--- src/rtl/simon_autoplayer.sv ---
// simon_autoplayer: records Simon playback sequences and replays them in repeat mode.
// Optional feature macro: SIMON_AUTOPLAY_FAULT_EN (adds fault_round, corrupts the last guess of that round).
module simon_autoplayer #(
   parameter int          DEPTH      = 64,
   parameter int          AW         = 6,
   parameter int          PRESS_W    = 2,
   parameter int          SETTLE     = 2,
   parameter logic [7:0]  SEED       = 8'hA5,
   parameter int          MAX_ROUNDS = 63
) (
   input  logic          clk,
   input  logic          rst,
   input  logic          start,
   input  logic [2:0]    mode_leds,
   input  logic [3:0]    pattern_leds,
`ifdef SIMON_AUTOPLAY_FAULT_EN
   input  logic [AW-1:0] fault_round,
`endif
   output logic [3:0]    pattern,
   output logic          press,
   output logic          level,
   output logic [AW-1:0] rounds,
   output logic          busy,
   output logic          lost,
   output logic          win,
   output logic          err
);
   localparam int            PHW      = $clog2(PRESS_W + SETTLE + 2);
   localparam logic [PHW-1:0] PH_ONE  = PHW'(1);
   localparam logic [PHW-1:0] PH_PW   = PHW'(PRESS_W);
   localparam logic [PHW-1:0] PH_SAMP = PHW'(PRESS_W + SETTLE + 1);
   localparam logic [AW:0]   PTR_ONE  = (AW+1)'(1);
   localparam logic [AW:0]   PTR_FULL = (AW+1)'(DEPTH);
   localparam logic [AW-1:0] RND_ONE  = AW'(1);
   localparam logic [AW-1:0] RND_MAX  = AW'(MAX_ROUNDS);

   typedef enum logic [2:0] {IDLE, CHECK, INPUT, PLAYBACK, REPEAT, HALT, ERROR} state_t;

   state_t         state_q, state_d;
   logic [PHW-1:0] ph_q, ph_d;
   logic [7:0]     lfsr_q, lfsr_d;
   logic [AW:0]    wr_q, wr_d, rd_q, rd_d, len_q, len_d;
   logic [3:0]     pattern_q, pattern_d;
   logic [AW-1:0]  rounds_q, rounds_d;
   logic           press_q, press_d, busy_q, busy_d, lost_q, lost_d, win_q, win_d, err_q, err_d;
   logic           mem_we;
   logic [3:0]     guess;
   logic [3:0]     mem [DEPTH];

`ifdef SIMON_AUTOPLAY_FAULT_EN
   assign guess = mem[rd_q[AW-1:0]] ^ {3'b000, (rounds_q == fault_round) && (rd_q + PTR_ONE == len_q)};
`else
   assign guess = mem[rd_q[AW-1:0]];
`endif

   // next-state: each press state runs set-pattern / press-high / settle / sample phases counted by ph
   always_comb begin
      state_d   = state_q;
      ph_d      = '0;
      lfsr_d    = lfsr_q;
      wr_d      = wr_q;
      rd_d      = rd_q;
      len_d     = len_q;
      pattern_d = pattern_q;
      rounds_d  = rounds_q;
      lost_d    = lost_q;
      win_d     = win_q;
      mem_we    = 1'b0;
      case (state_q)
         IDLE: state_d = start ? CHECK : IDLE;
         CHECK: begin
            wr_d    = '0;
            rd_d    = '0;
            lost_d  = mode_leds == 3'b111;
            state_d = mode_leds == 3'b001 ? INPUT :
                      mode_leds == 3'b010 ? PLAYBACK :
                      mode_leds == 3'b100 ? REPEAT :
                      mode_leds == 3'b111 ? HALT : ERROR;
         end
         INPUT: begin
            ph_d = ph_q + PH_ONE;
            if (ph_q == '0) pattern_d = lfsr_q[3:0];
            if (ph_q == PH_SAMP) begin
               ph_d    = '0;
               lfsr_d  = {1'b0, lfsr_q[7:1]} ^ (lfsr_q[0] ? 8'hB8 : 8'h00);
               wr_d    = '0;
               state_d = mode_leds == 3'b010 ? PLAYBACK : ERROR;
            end
         end
         PLAYBACK: begin
            ph_d = ph_q + PH_ONE;
            if (ph_q == '0) begin
               if (wr_q == PTR_FULL) state_d = ERROR;
               else begin
                  mem_we = 1'b1;
                  wr_d   = wr_q + PTR_ONE;
               end
            end
            if (ph_q == PH_SAMP) begin
               ph_d    = '0;
               state_d = mode_leds == 3'b010 ? PLAYBACK : mode_leds == 3'b100 ? REPEAT : ERROR;
               if (mode_leds == 3'b100) begin
                  len_d = wr_q;
                  rd_d  = '0;
               end
            end
         end
         REPEAT: begin
            ph_d = ph_q + PH_ONE;
            if (ph_q == '0) begin
               pattern_d = guess;
               rd_d      = rd_q + PTR_ONE;
            end
            if (ph_q == PH_SAMP) begin
               ph_d = '0;
               if (mode_leds == 3'b100 && rd_q < len_q) state_d = REPEAT;
               else if (mode_leds == 3'b001 && rd_q == len_q) begin
                  rounds_d = rounds_q == RND_MAX ? rounds_q : rounds_q + RND_ONE;
                  win_d    = rounds_d == RND_MAX;
                  state_d  = win_d ? HALT : INPUT;
               end else if (mode_leds == 3'b111) begin
                  lost_d  = 1'b1;
                  state_d = HALT;
               end else state_d = ERROR;
            end
         end
         default: state_d = state_q;
      endcase
      press_d = (state_q inside {INPUT, PLAYBACK, REPEAT}) && ph_q != '0 && ph_q <= PH_PW;
      err_d   = state_d == ERROR;
      busy_d  = !(state_d inside {IDLE, HALT});
   end

   // state and registered outputs; reset drops press at once
   always_ff @(posedge clk or negedge rst) begin
      if (!rst) begin
         state_q   <= IDLE;
         ph_q      <= '0;
         lfsr_q    <= SEED;
         wr_q      <= '0;
         rd_q      <= '0;
         len_q     <= '0;
         pattern_q <= '0;
         rounds_q  <= '0;
         press_q   <= 1'b0;
         busy_q    <= 1'b0;
         lost_q    <= 1'b0;
         win_q     <= 1'b0;
         err_q     <= 1'b0;
      end else begin
         state_q   <= state_d;
         ph_q      <= ph_d;
         lfsr_q    <= lfsr_d;
         wr_q      <= wr_d;
         rd_q      <= rd_d;
         len_q     <= len_d;
         pattern_q <= pattern_d;
         rounds_q  <= rounds_d;
         press_q   <= press_d;
         busy_q    <= busy_d;
         lost_q    <= lost_d;
         win_q     <= win_d;
         err_q     <= err_d;
      end
   end

   // sequence memory captures the displayed playback pattern
   always_ff @(posedge clk) begin
      if (mem_we) mem[wr_q[AW-1:0]] <= pattern_leds;
   end

   assign pattern = pattern_q;
   assign press   = press_q;
   assign level   = 1'b1;
   assign rounds  = rounds_q;
   assign busy    = busy_q;
   assign lost    = lost_q;
   assign win     = win_q;
   assign err     = err_q;
endmodule

--- config.mk ---
export PLATFORM = sky130hd
export DESIGN_NAME = simon_autoplayer
export DESIGN_NICKNAME = d
export VERILOG_FILES = /design/src/rtl/simon_autoplayer.sv
export SDC_FILE = /design/constraint.sdc
export NUM_CORES = 1
export LEC_CHECK = 0
export CORE_MARGIN = 5
export CORE_UTILIZATION = 56
export CTS_CLUSTER_DIAMETER = 30
export DETAILED_ROUTE_END_ITERATION = 16
export MAX_ROUTING_LAYER = met4
export PLACE_DENSITY = 0.81
export RECOVER_POWER = 25
export SLEW_MARGIN = 20
export SYNTH_ARGS = -nofsm -noshare
export SYNTH_HDL_FRONTEND = slang
export SYNTH_SLANG_ARGS = --single-unit
--- constraint.sdc ---
create_clock -name clk -period 2.73 [get_ports clk]
set_input_delay 0.546 -clock clk [delete_from_list [all_inputs] [get_ports clk]]
set_output_delay 0.546 -clock clk [all_outputs]
set_load 0.02 [all_outputs]
* Yosys cells after proc, flatten, opt, wreduce, memory -nomap -nowiden
Memory sizes are Yosys's and may differ from the RTL's. Cells that the tools add are included.
Word-level totals: flip-flop bits (word level) 50, memory bits (writable) 256, input bits 10, output and inout bits 16, word-level logic and storage cells 113, memories kept 1
Memory list:
- mem | depth 64, width 4, rd ports 1, clocked after memory_dff 0, write ports 1, line 48 | logic [3:0] mem [DEPTH];
Operators by class: $add $sub $neg 4, order comparisons 2, equality and inequality tests 26, mux-type cells 42, bitwise operators 2, reduce and logical (&&, ||, !) cells 23
Operators by type and width (number):
- 3-bit two-way mux | 15
- 7-bit two-way mux | 6
- 7-bit one-hot mux with 3 select lines | 2
- 2-bit inequality test (second input constant) | 11
- 3-bit equality test (second input constant) | 6
- 3-bit one-hot mux with 5 select lines | 1
- 7-bit by 1-bit adder with 7-bit output (second input constant) | 2
- 6-bit equality test (second input constant) | 2
- 4-bit AND reduction | 3
- 3-bit nonzero test | 4
- 1-bit two-way mux | 10
- 3-bit by 2-bit equality test with 1-bit output (second input constant) | 3
- 3-bit logical NOT | 3
- 4-bit two-way mux | 2
- 8-bit two-way mux | 1
- 4-bit one-hot mux with 2 select lines | 1
- 7-bit by 8-bit bitwise XOR with 8-bit output | 1
- 7-bit equality test | 1
- 7-bit equality test (second input constant) | 1
- 7-bit less-than comparator | 1
- 6-bit by 1-bit adder with 6-bit output (second input constant) | 1
- 3-bit by 1-bit equality test with 1-bit output (second input constant) | 2
- 6-bit two-way mux | 1
- 3-bit AND reduction | 2
- other kinds (11) | 17

* Logic depth before layout (Yosys ltp)
Gate-level depths: netlist (run 1).
word-level depth 11, gate-level depth with buffers 13, gate-level depth less buffers 8

* Worst setup path before layout (run 1)
Ideal clock, no wire load.
kind register -> register, start reg rd_q[0], end reg rounds_q[1] (netlist: rounds[1]), library setup time 128 ps, arrival 2679 ps, data required time 2602 ps, setup slack -76 ps, stages on the path, launching flop included 13, buffers on the path 5, clock period less this slack 2806 ps, cells stage by stage dfrtp_1 buf_6 buf_12 buf_4 buf_4 inv_1 ha_1 nand4b_1 nor4_1 and3_1 buf_2 and2_1 mux2_1
On the way: cells in the longest elaborated chain, start to end 4, elaborated cells on any way between the ends 6, those cells by class order compare: 1; eq/ne: 1; bitwise: 1; reduce/logical: 3
RTL lines:
- from (decl) | line 42 | logic [AW:0] wr_q, wr_d, rd_q, rd_d, len_q, len_d;
- from (signal assigned) | line 155 | rd_q <= rd_d;
- 7-bit less-than comparator | line 116 | if (mode_leds == 3'b100 && rd_q < len_q) state_d = REPEAT;
- 1-bit logical AND | line 116
- 1-bit inverter (no source line)
- 4-bit AND reduction (no source line) *
- to (signal assigned) | line 158 | rounds_q <= rounds_d;
- to (decl) | line 44 | logic [AW-1:0] rounds_q, rounds_d;
Every way passes the cells marked *; elsewhere a longest branch is shown, timed or not. A chain may end at the register's enable or synchronous reset.

* Worst setup path in the final report (run 1)
start reg rd_q[0], end reg pattern_q[0] (netlist: pattern[0])
On the way: cells in the longest elaborated chain, start to end 3
RTL lines:
- memory read 64 x 4 bit
- 4-bit two-way mux | line 110 | if (ph_q == '0) begin
- 4-bit one-hot mux with 2 select lines | line 69 | case (state_q)
- to (signal assigned) | line 157 | pattern_q <= pattern_d;
- to (decl) | line 43 | logic [3:0] pattern_q, pattern_d;
Every way passes these cells. The select of a mux whose other input is x is not followed.

==> tab_implementation.tex, run 1 <==
\begin{tabular}{lr}
\hline
Metric & Value \\
\hline
\multicolumn{2}{l}{\textbf{Place}} \\
Port buffer count & 24 \\
Post-detailed-placement half-perimeter wirelength & 18200 um \\
Final GP Congestion & 0.904 \\
\multicolumn{2}{l}{\textbf{Worst hold path}} \\
Worst hold path class & input port to asynchronous set/reset pin \\
\multicolumn{2}{l}{\textbf{Clock tree}} \\
Buffers inserted by post-CTS timing repair & 0 \\
Number of buffers created by CTS & 48 \\
Source-to-sink clock delay at the later pin of the worst-skew pair & 540 ps \\
Hold-fix buffer count after cts & 0 \\
Clock buffer depth & 3 \\
Worst-path clk slew & $\sim$50 ps \\
Root Buffer & sky130\_fd\_sc\_hd\_\_clkbuf\_16 \\
Number of clock sinks & just over 300 \\
H-tree lvl count & 2 \\
CTS tree & yes \\
\multicolumn{2}{l}{\textbf{Synth}} \\
Post-synthesis async set-or-reset flop share & 0.163 \\
Mapped Nets & $\sim$800 \\
Mean post-synth cell area & 16.4 um2 \\
Seq/Total Area, Yosys & 0.685 \\
Share of Yosys cell area claimed by the top area cell type & 0.589 \\
Post-synth cell types & roughly 70 \\
Ranking of synthesized cells by area & sky130\_fd\_sc\_hd\_\_edfxtp\_1 (59\%), sky130\_fd\_sc\_hd\_\_dfrtp\_1 (8.8\%), sky130\_fd\_sc\_hd\_\_mux4\_2 (6.7\%) \\
Yosys warns & 0 \\
Number of storage elements in the synthesis netlist & $\sim$300 \\
Synth top cells by count & sky130\_fd\_sc\_hd\_\_edfxtp\_1 (256), sky130\_fd\_sc\_hd\_\_nor2\_1 (98), sky130\_fd\_sc\_hd\_\_dfrtp\_1 (46), sky130\_fd\_sc\_hd\_\_mux4\_2 (39), sky130\_fd\_sc\_hd\_\_nand2\_1 (35) \\
Top FF cell, synth & sky130\_fd\_sc\_hd\_\_edfxtp\_1 \\
Number of instances in the synthesized netlist & between 700 and 800 \\
Cell taking the most area after synthesis & sky130\_fd\_sc\_hd\_\_edfxtp\_1 \\
Most frequently used cell type in the post-synthesis netlist & sky130\_fd\_sc\_hd\_\_edfxtp\_1 \\
Mapped Area & between 10000 and 15000 um2 \\
Post-synth EDFFs & 256 \\
\multicolumn{2}{l}{\textbf{Timing}} \\
Final hold violation count & 0 \\
Count of endpoints failing setup in the final report & 0 \\
Final Slew Violations & 0 \\
Total Neg Setup Slack & 0 ps \\
Minimum hold slack & 316 ps \\
Fraction of the cycle the final worst path needs & 0.936 \\
Final critical delay including setup and external delays & $\sim$2600 ps \\
Maximum frequency from static timing analysis & 392 MHz \\
Worst Skew & around 22 ps \\
Least-Margin Pin Slew & roughly 1500 ps \\
Worst slew slack as a fraction of its limit & 0.0327 \\
Setup repair after global routing missed its margin & no \\
\multicolumn{2}{l}{\textbf{Global route}} \\
Aggregate global routing overflow & 0 \\
Via count of the first global-routing pass & 7931 \\
Total track usage & 0.235 \\
Antenna violations before repair & 0 \\
Maximum number of pins on one net before global-route repair & 37 \\
Wire length of the first global-routing pass & around 46000 um \\
\multicolumn{2}{l}{\textbf{Critical path}} \\
Data arrival time of the worst path & just under 3000 ps \\
Required @ worst endpoint & 3150 ps \\
Classification of the worst setup path & flip-flop to flip-flop \\
Kind of capture point of the worst setup path & flip-flop \\
Critical Path Source Type & flip-flop \\
Worst-path fanout max & 16 \\
\multicolumn{2}{l}{\textbf{Layout}} \\
Post-layout net count & roughly 900 \\
Synth-to-layout area growth & 18.2\% \\
\# fillers & between 1000 and 1500 \\
Final core utilization & 0.678 \\
Diodes inserted & 0 \\
Fraction of final layout cells with drive strength greater than 1 & 0.225 \\
\multicolumn{2}{l}{\textbf{Floorplan}} \\
Row cnt & 55 \\
Die boundary width & 163 um \\
Total die area & 26500 um2 \\
Die height & 163 um \\
I/O pin total & 26 \\
Standard cell core area & approximately 23000 um2 \\
Starting Density & 0.573 \\
\multicolumn{2}{l}{\textbf{Run}} \\
Max Cap Violations & 0 \\
\multicolumn{2}{l}{\textbf{Outcome}} \\
Run status & finished clean \\
\multicolumn{2}{l}{\textbf{Routing}} \\
Via count normalized by instance count & 6.25 \\
Total via count after detailed routing & 7681 \\
Remaining routing DRC violations & 0 \\
Post-detailed-routing wire length & approximately 30000 um \\
Routed len/inst & 23.9 um \\
Initial drt markers & roughly 800 \\
Routed Antenna Nets & 0 \\
Initial DRT Pass Iterations & 7 \\
\multicolumn{2}{l}{\textbf{Power}} \\
Power density over cell area & 940 nW/um2 \\
Leak pwr & roughly 0.0053 uW \\
Max IR drop VDD & around 600 uV \\
\hline
\end{tabular}
## timing repair
action                                 4_1_cts  5_1_grt
setup endpoints to repair                    0        4
resized for setup                            0        1
endpoints found under the hold margin        0        0
## stage by stage
step / cells / cell area (um2) / power (uW) / worst slack (ps)
finish: 1229 / 15400 / 14500 / 176
global route: 1229 / 15400 / 15100 / 36.8
CTS: 1229 / 15500 / 14600 / 176
detailed placement: 1144 / 13900 / 8610 / 125
global placement: 1144 / 13900 / 8530 / 183
floorplan: 797 / 13100 / 7710 / 64.6
## critical path: stages, from the launching register on
cell and delay [ps]:
sky130_fd_sc_hd__dfrtp_4 650, sky130_fd_sc_hd__mux4_1 610, sky130_fd_sc_hd__mux2_2 300, sky130_fd_sc_hd__a221oi_1 300, sky130_fd_sc_hd__a2111oi_0 130, sky130_fd_sc_hd__buf_4 160, sky130_fd_sc_hd__o31a_1 280
## layout make-up
cell class	instances	area (um2)	area share
multi-input combinational	430	3790	0.245
inverter	16	60.1	0.00389
clock inverter	29	327	0.0211
tap	313	392	0.0254
sequential	306	8950	0.579
clock buffer	56	1250	0.0811
timing repair buffer	79	677	0.0438
## cell usage in the layout (no fill, tap or decap), types with 6 or more instances in the layout
cell                              instances
sky130_fd_sc_hd__inv_1                   15
sky130_fd_sc_hd__clkbuf_1                14
sky130_fd_sc_hd__dfrtp_1                 44
sky130_fd_sc_hd__mux4_1                  22
sky130_fd_sc_hd__nor2_1                  97
sky130_fd_sc_hd__nand3_1                 12
sky130_fd_sc_hd__mux2_2                  22
sky130_fd_sc_hd__a21oi_1                 13
sky130_fd_sc_hd__xnor2_1                  8
sky130_fd_sc_hd__buf_4                   48
sky130_fd_sc_hd__o22ai_1                  7
sky130_fd_sc_hd__nand4_1                  8
sky130_fd_sc_hd__nand2_1                 35
sky130_fd_sc_hd__clkinvlp_4               7
sky130_fd_sc_hd__nand3b_1                 8
sky130_fd_sc_hd__nor3_1                  10
sky130_fd_sc_hd__nand2b_1                 6
sky130_fd_sc_hd__bufinv_16                6
sky130_fd_sc_hd__clkinv_2                 7
sky130_fd_sc_hd__and3_1                   8
sky130_fd_sc_hd__mux2i_1                 16
sky130_fd_sc_hd__clkdlybuf4s50_1         19
sky130_fd_sc_hd__o21ai_0                 28
sky130_fd_sc_hd__edfxtp_1               256
sky130_fd_sc_hd__clkbuf_16               49
sky130_fd_sc_hd__ha_1                    11
sky130_fd_sc_hd__mux4_2                  39
## registers in the layout, indices dropped and copies added, names as in the netlist, 3 cells and up
register,flops
pattern,4
ph_q,3
len_q,7
lfsr_q,8
rounds,6
wr_q,7
rd_q,7
state_q,3
mem,256
## kinds of logic after synthesis
logic type | Yosys count | synth area share
flops | 306 | 0.685
simple gates | 213 | 0.0774
mux | 100 | 0.144
compound gates | 95 | 0.0508
buf+inv | 61 | 0.0261
fa+ha+maj | 11 | 0.0105
xor+xnor | 10 | 0.00671
other cells | 1 | 0.000287
## where the power goes
group | total [uW] | leakage (uW) | internal [uW] | switching (uW)
logic | 3140 | 0.00163 | 1510 | 1620
registers | 5450 | 0.00295 | 5210 | 237
clock network | 5930 | 0.000753 | 3840 | 2080
total | 14500 | 0.00533 | 10600 | 3940
## worst paths after layout
path	endpoint	start	slack [ps]	cells past startpoint
setup / recovery	pattern[0]	rd_q[0]	180	6
hold / removal	pattern[1]	rst	320	1
setup reg to reg	pattern[0]	rd_q[0]	180	6
hold reg to reg	lfsr_q[5]	lfsr_q[5]	490	2
max in group asynchronous	rounds[2]	rst	890	2
min in group clk	lfsr_q[5]	lfsr_q[5]	490	2
## per-layer routing
layer  vias to the layer above  share of wire  wire length, um  GRT usage
li1                       3322              -                -          -
met1                      3828           0.38            11100      0.306
met2                       448           0.50            14600      0.377
met3                        83          0.091             2660     0.0405
met4                         0          0.034             1000     0.0896
met5                         -              0                0          -
(Power assumes the default switching activity.)
==> inputs of run 2 (changes only) <==
--- a/config.mk
+++ b/config.mk
@@ -9,6 +9,7 @@
 export CORE_UTILIZATION = 56
 export CTS_CLUSTER_DIAMETER = 30
 export DETAILED_ROUTE_END_ITERATION = 16
+export GPL_TIMING_DRIVEN = 0
 export MAX_ROUTING_LAYER = met4
 export PLACE_DENSITY = 0.81
 export RECOVER_POWER = 25
==> run 2 against run 1 <==
Effect of this change: the flow now finishes with violations (setup timing); highest routed layer unchanged; worst setup slack worse by 240 ps; combinational power grew 11%; largest power group unchanged; clock-buffer cell count rose by 3; utilization is 1.3 points higher.
==> tab_implementation.tex, run 2 (synthesized netlist as in run 1, its figures left out) <==
\begin{tabular}{lr}
\hline
Metric & Value \\
\hline
\multicolumn{2}{l}{\textbf{Floorplan}} \\
I/O pin total & 26 (unchanged) \\
Die boundary width & 163 um (unchanged) \\
Total die area & 26500 um2 (unchanged) \\
Row cnt & 55 (unchanged) \\
Standard cell core area & 22800 um2 (unchanged) \\
Die height & 163 um (unchanged) \\
Starting Density & 0.573 (unchanged) \\
\multicolumn{2}{l}{\textbf{Layout}} \\
Sequential cell area & 8950 um2 (about the same) \\
Area occupied by multi-input gates & 3920 um2 (+3.5\%) \\
Synth-to-layout area growth & 20.4\% \\
Diodes inserted & 0 (unchanged) \\
Max FFs per register & 256 (unchanged) \\
Commonest non-fill, non-tap cell in the layout & sky130\_fd\_sc\_hd\_\_edfxtp\_1 \\
\# fillers & 1379 (-2.3\%) \\
Fraction of final layout cells with drive strength greater than 1 & 0.262 (+0.0372) \\
Post-layout net count & 905 (+0.33\%) \\
Final Instance Area & 15700 um2 (+1.9\%) \\
Commonest cells after routing, fill and taps aside & sky130\_fd\_sc\_hd\_\_edfxtp\_1 (256), sky130\_fd\_sc\_hd\_\_nor2\_1 (65), sky130\_fd\_sc\_hd\_\_clkbuf\_16 (55), sky130\_fd\_sc\_hd\_\_dfrtp\_1 (44), sky130\_fd\_sc\_hd\_\_mux4\_2 (39) \\
\multicolumn{2}{l}{\textbf{Critical path}} \\
Worst-path fanout max & 8 (-8) \\
Kind of capture point of the worst setup path & flip-flop \\
Critical Path Source Type & flip-flop \\
Largest stage delay on the critical path & 520 ps (-130 ps) \\
Data arrival time of the worst path & 3010 ps (+40 ps) \\
Required @ worst endpoint & 2940 ps (-210 ps) \\
Ordered cell list for the critical path & inv\_1 -> ha\_1 -> nand2\_1 -> or3\_4 -> nand3\_1 -> nor2\_1 -> nand2\_1 -> nor2\_1 \\
Slowest stage cell on the critical path & sky130\_fd\_sc\_hd\_\_dfrtp\_1 \\
Classification of the worst setup path & flip-flop to flip-flop \\
\multicolumn{2}{l}{\textbf{Timing}} \\
Maximum frequency from static timing analysis & 358 MHz (-8.7\%) \\
Setup repair after global routing missed its margin & yes \\
Count of endpoints failing setup in the final report & 26 (+26) \\
Worst setup margin & -67.0 ps (-243 ps) \\
Total Neg Setup Slack & -769 ps (-769 ps) \\
Minimum hold slack & 243 ps (-72.9 ps) \\
Worst Skew & 34.0 ps (+11.5 ps) \\
Final Slew Violations & 0 (unchanged) \\
Fraction of the cycle the final worst path needs & 1.02 (+0.0891) \\
Final hold violation count & 0 (unchanged) \\
Final critical delay including setup and external delays & 2800 ps (+243 ps) \\
Worst slew slack as a fraction of its limit & 0.0362 (+0.00342) \\
Least-Margin Pin Slew & 1450 ps (-5.13 ps) \\
\multicolumn{2}{l}{\textbf{Clock tree}} \\
Worst-path clk slew & 50 ps (about the same) \\
Hold-fix buffer count after cts & 0 (unchanged) \\
Root Buffer & sky130\_fd\_sc\_hd\_\_clkbuf\_16 \\
CTS tree & yes \\
Source-to-sink clock delay at the later pin of the worst-skew pair & 560 ps (+20 ps) \\
Number of buffers created by CTS & 52 (+8.3\%) \\
Number of clock sinks & 306 (unchanged) \\
Clock buffer depth & 3 (unchanged) \\
H-tree lvl count & 2 (unchanged) \\
\multicolumn{2}{l}{\textbf{Power}} \\
Leak pwr & 0.00536 uW (+0.61\%) \\
Combinational group share of total power & 0.228 (+0.012) \\
Net switching component of the power & 4440 uW (+12\%) \\
Internal power consumption & 10800 uW (+2.2\%) \\
Clock power frac & 0.421 (+0.013) \\
Max IR drop VDD & 535 uV (-10\%) \\
Overall Power & 15200 uW (+5.0\%) \\
Net Sw Frac & 0.291 (+0.0195) \\
Power density over cell area & 968 nW/um2 (+3.0\%) \\
Register share of total power & 0.351 (-0.024) \\
\multicolumn{2}{l}{\textbf{Place}} \\
Post-place setup slack & -526 ps (-652 ps) \\
Final GP Congestion & 0.910 (+0.61\%) \\
Post-detailed-placement half-perimeter wirelength & 19000 um (+4.0\%) \\
Port buffer count & 24 (unchanged) \\
DP Area & 13800 um2 (-0.67\%) \\
\multicolumn{2}{l}{\textbf{Routing}} \\
Post-detailed-routing wire length & 31200 um (+6.5\%) \\
Total via count after detailed routing & 7956 (+3.6\%) \\
Remaining routing DRC violations & 0 (unchanged) \\
Routed Antenna Nets & 0 (unchanged) \\
Via count normalized by instance count & 6.42 (+2.7\%) \\
Routed len/inst & 25.2 um (+5.6\%) \\
Initial drt markers & 1024 (+26\%) \\
Initial DRT Pass Iterations & 7 (unchanged) \\
\multicolumn{2}{l}{\textbf{Global route}} \\
Antenna violations before repair & 0 (unchanged) \\
Maximum number of pins on one net before global-route repair & 41 (+11\%) \\
Via count of the first global-routing pass & 8004 (+0.92\%) \\
Wire length of the first global-routing pass & 48100 um (+4.7\%) \\
Total track usage & 0.247 (+0.0116) \\
Aggregate global routing overflow & 0 (unchanged) \\
\multicolumn{2}{l}{\textbf{Worst hold path}} \\
Worst hold path class & input port to asynchronous set/reset pin \\
\multicolumn{2}{l}{\textbf{Outcome}} \\
Violations in the final reports & setup timing \\
Run status & finished with violations \\
\multicolumn{2}{l}{\textbf{Run}} \\
Max Cap Violations & 0 (unchanged) \\
\hline
\end{tabular}
==> run 2: cell count changes in the layout (fill, tap and decap cells not counted), sizes merged <==
| cell | before | now |
|---|---|---|
| dlymetal6s4s | 0 | 1 |
| bufinv | 6 | 3 |
| clkinvlp | 7 | 14 |
| buf | 53 | 36 |
| inv | 19 | 24 |
| clkbuf | 63 | 81 |
==> run 2: what timing repair did <==
item | 4_1_cts | 5_1_grt
pin swaps | 3 | 1
buffers inserted | 5 | 0
resized for setup | 24 | 37
endpoints found under the hold margin | 0 | 0
endpoints found under the setup margin | 145 | 173
==> run 2: stage by stage <==
step | utilization | instances
after detailed placement | 0.605 | 1139
after global placement | 0.601 | 1134
after global routing | 0.691 | 1240
final | 0.691 | 1240
after floorplan | - | 797
after CTS | 0.687 | 1240
==> run 2: final timing paths <==
check,endpoint,cells after the start,slack [ps],start
max reg2reg,mem[56][3],8,-70,wr_q[1]
max in group asynchronous,rd_q[0],2,500,rst
min in group clk,len_q[1],2,480,len_q[1]
min,rounds[0],1,240,rst
max,mem[56][3],8,-70,wr_q[1]
min reg2reg,len_q[1],2,480,len_q[1]
==> run 2: power by group through the flow <==
stage / combinational [uW] / sequential (uW) / clock (uW)
CTS: 3420 / 5340 / 6450
global route: 3700 / 5360 / 6690
detailed placement: 3280 / 5420 / 0
finish: 3480 / 5350 / 6410
global placement: 3210 / 5430 / 0
floorplan: 2270 / 5440 / 0
==> run 2: critical path: cells and delay by family, from the launching register on <==
kind | cells | cell delay [ps]
DFF | 1 | 520
and+or+nand+nor | 6 | 1630
adders and majority gates | 1 | 190
buffers and inverters | 1 | 130
==> run 2: cell type report <==
| type | instances | share of cell area |
|---|---|---|
| plain buffers | 44 | 0.0191 |
| clock buffers | 59 | 0.0891 |
| clock inverters | 38 | 0.0233 |
| inverters | 16 | 0.00382 |
| multi-input cells | 430 | 0.249 |
| flip-flops and latches | 306 | 0.569 |
| well taps | 313 | 0.0249 |
| repair buffers | 34 | 0.0220 |
==> run 2: layer usage <==
metal | share of wire | up-vias | global-route usage | routed length, um
met5 | 0 | - | - | 0
met4 | 0.039 | 0 | 0.0953 | 1210
met3 | 0.099 | 100 | 0.0521 | 3090
met2 | 0.48 | 497 | 0.382 | 15000
met1 | 0.38 | 4014 | 0.327 | 11900
li1 | - | 3345 | - | -
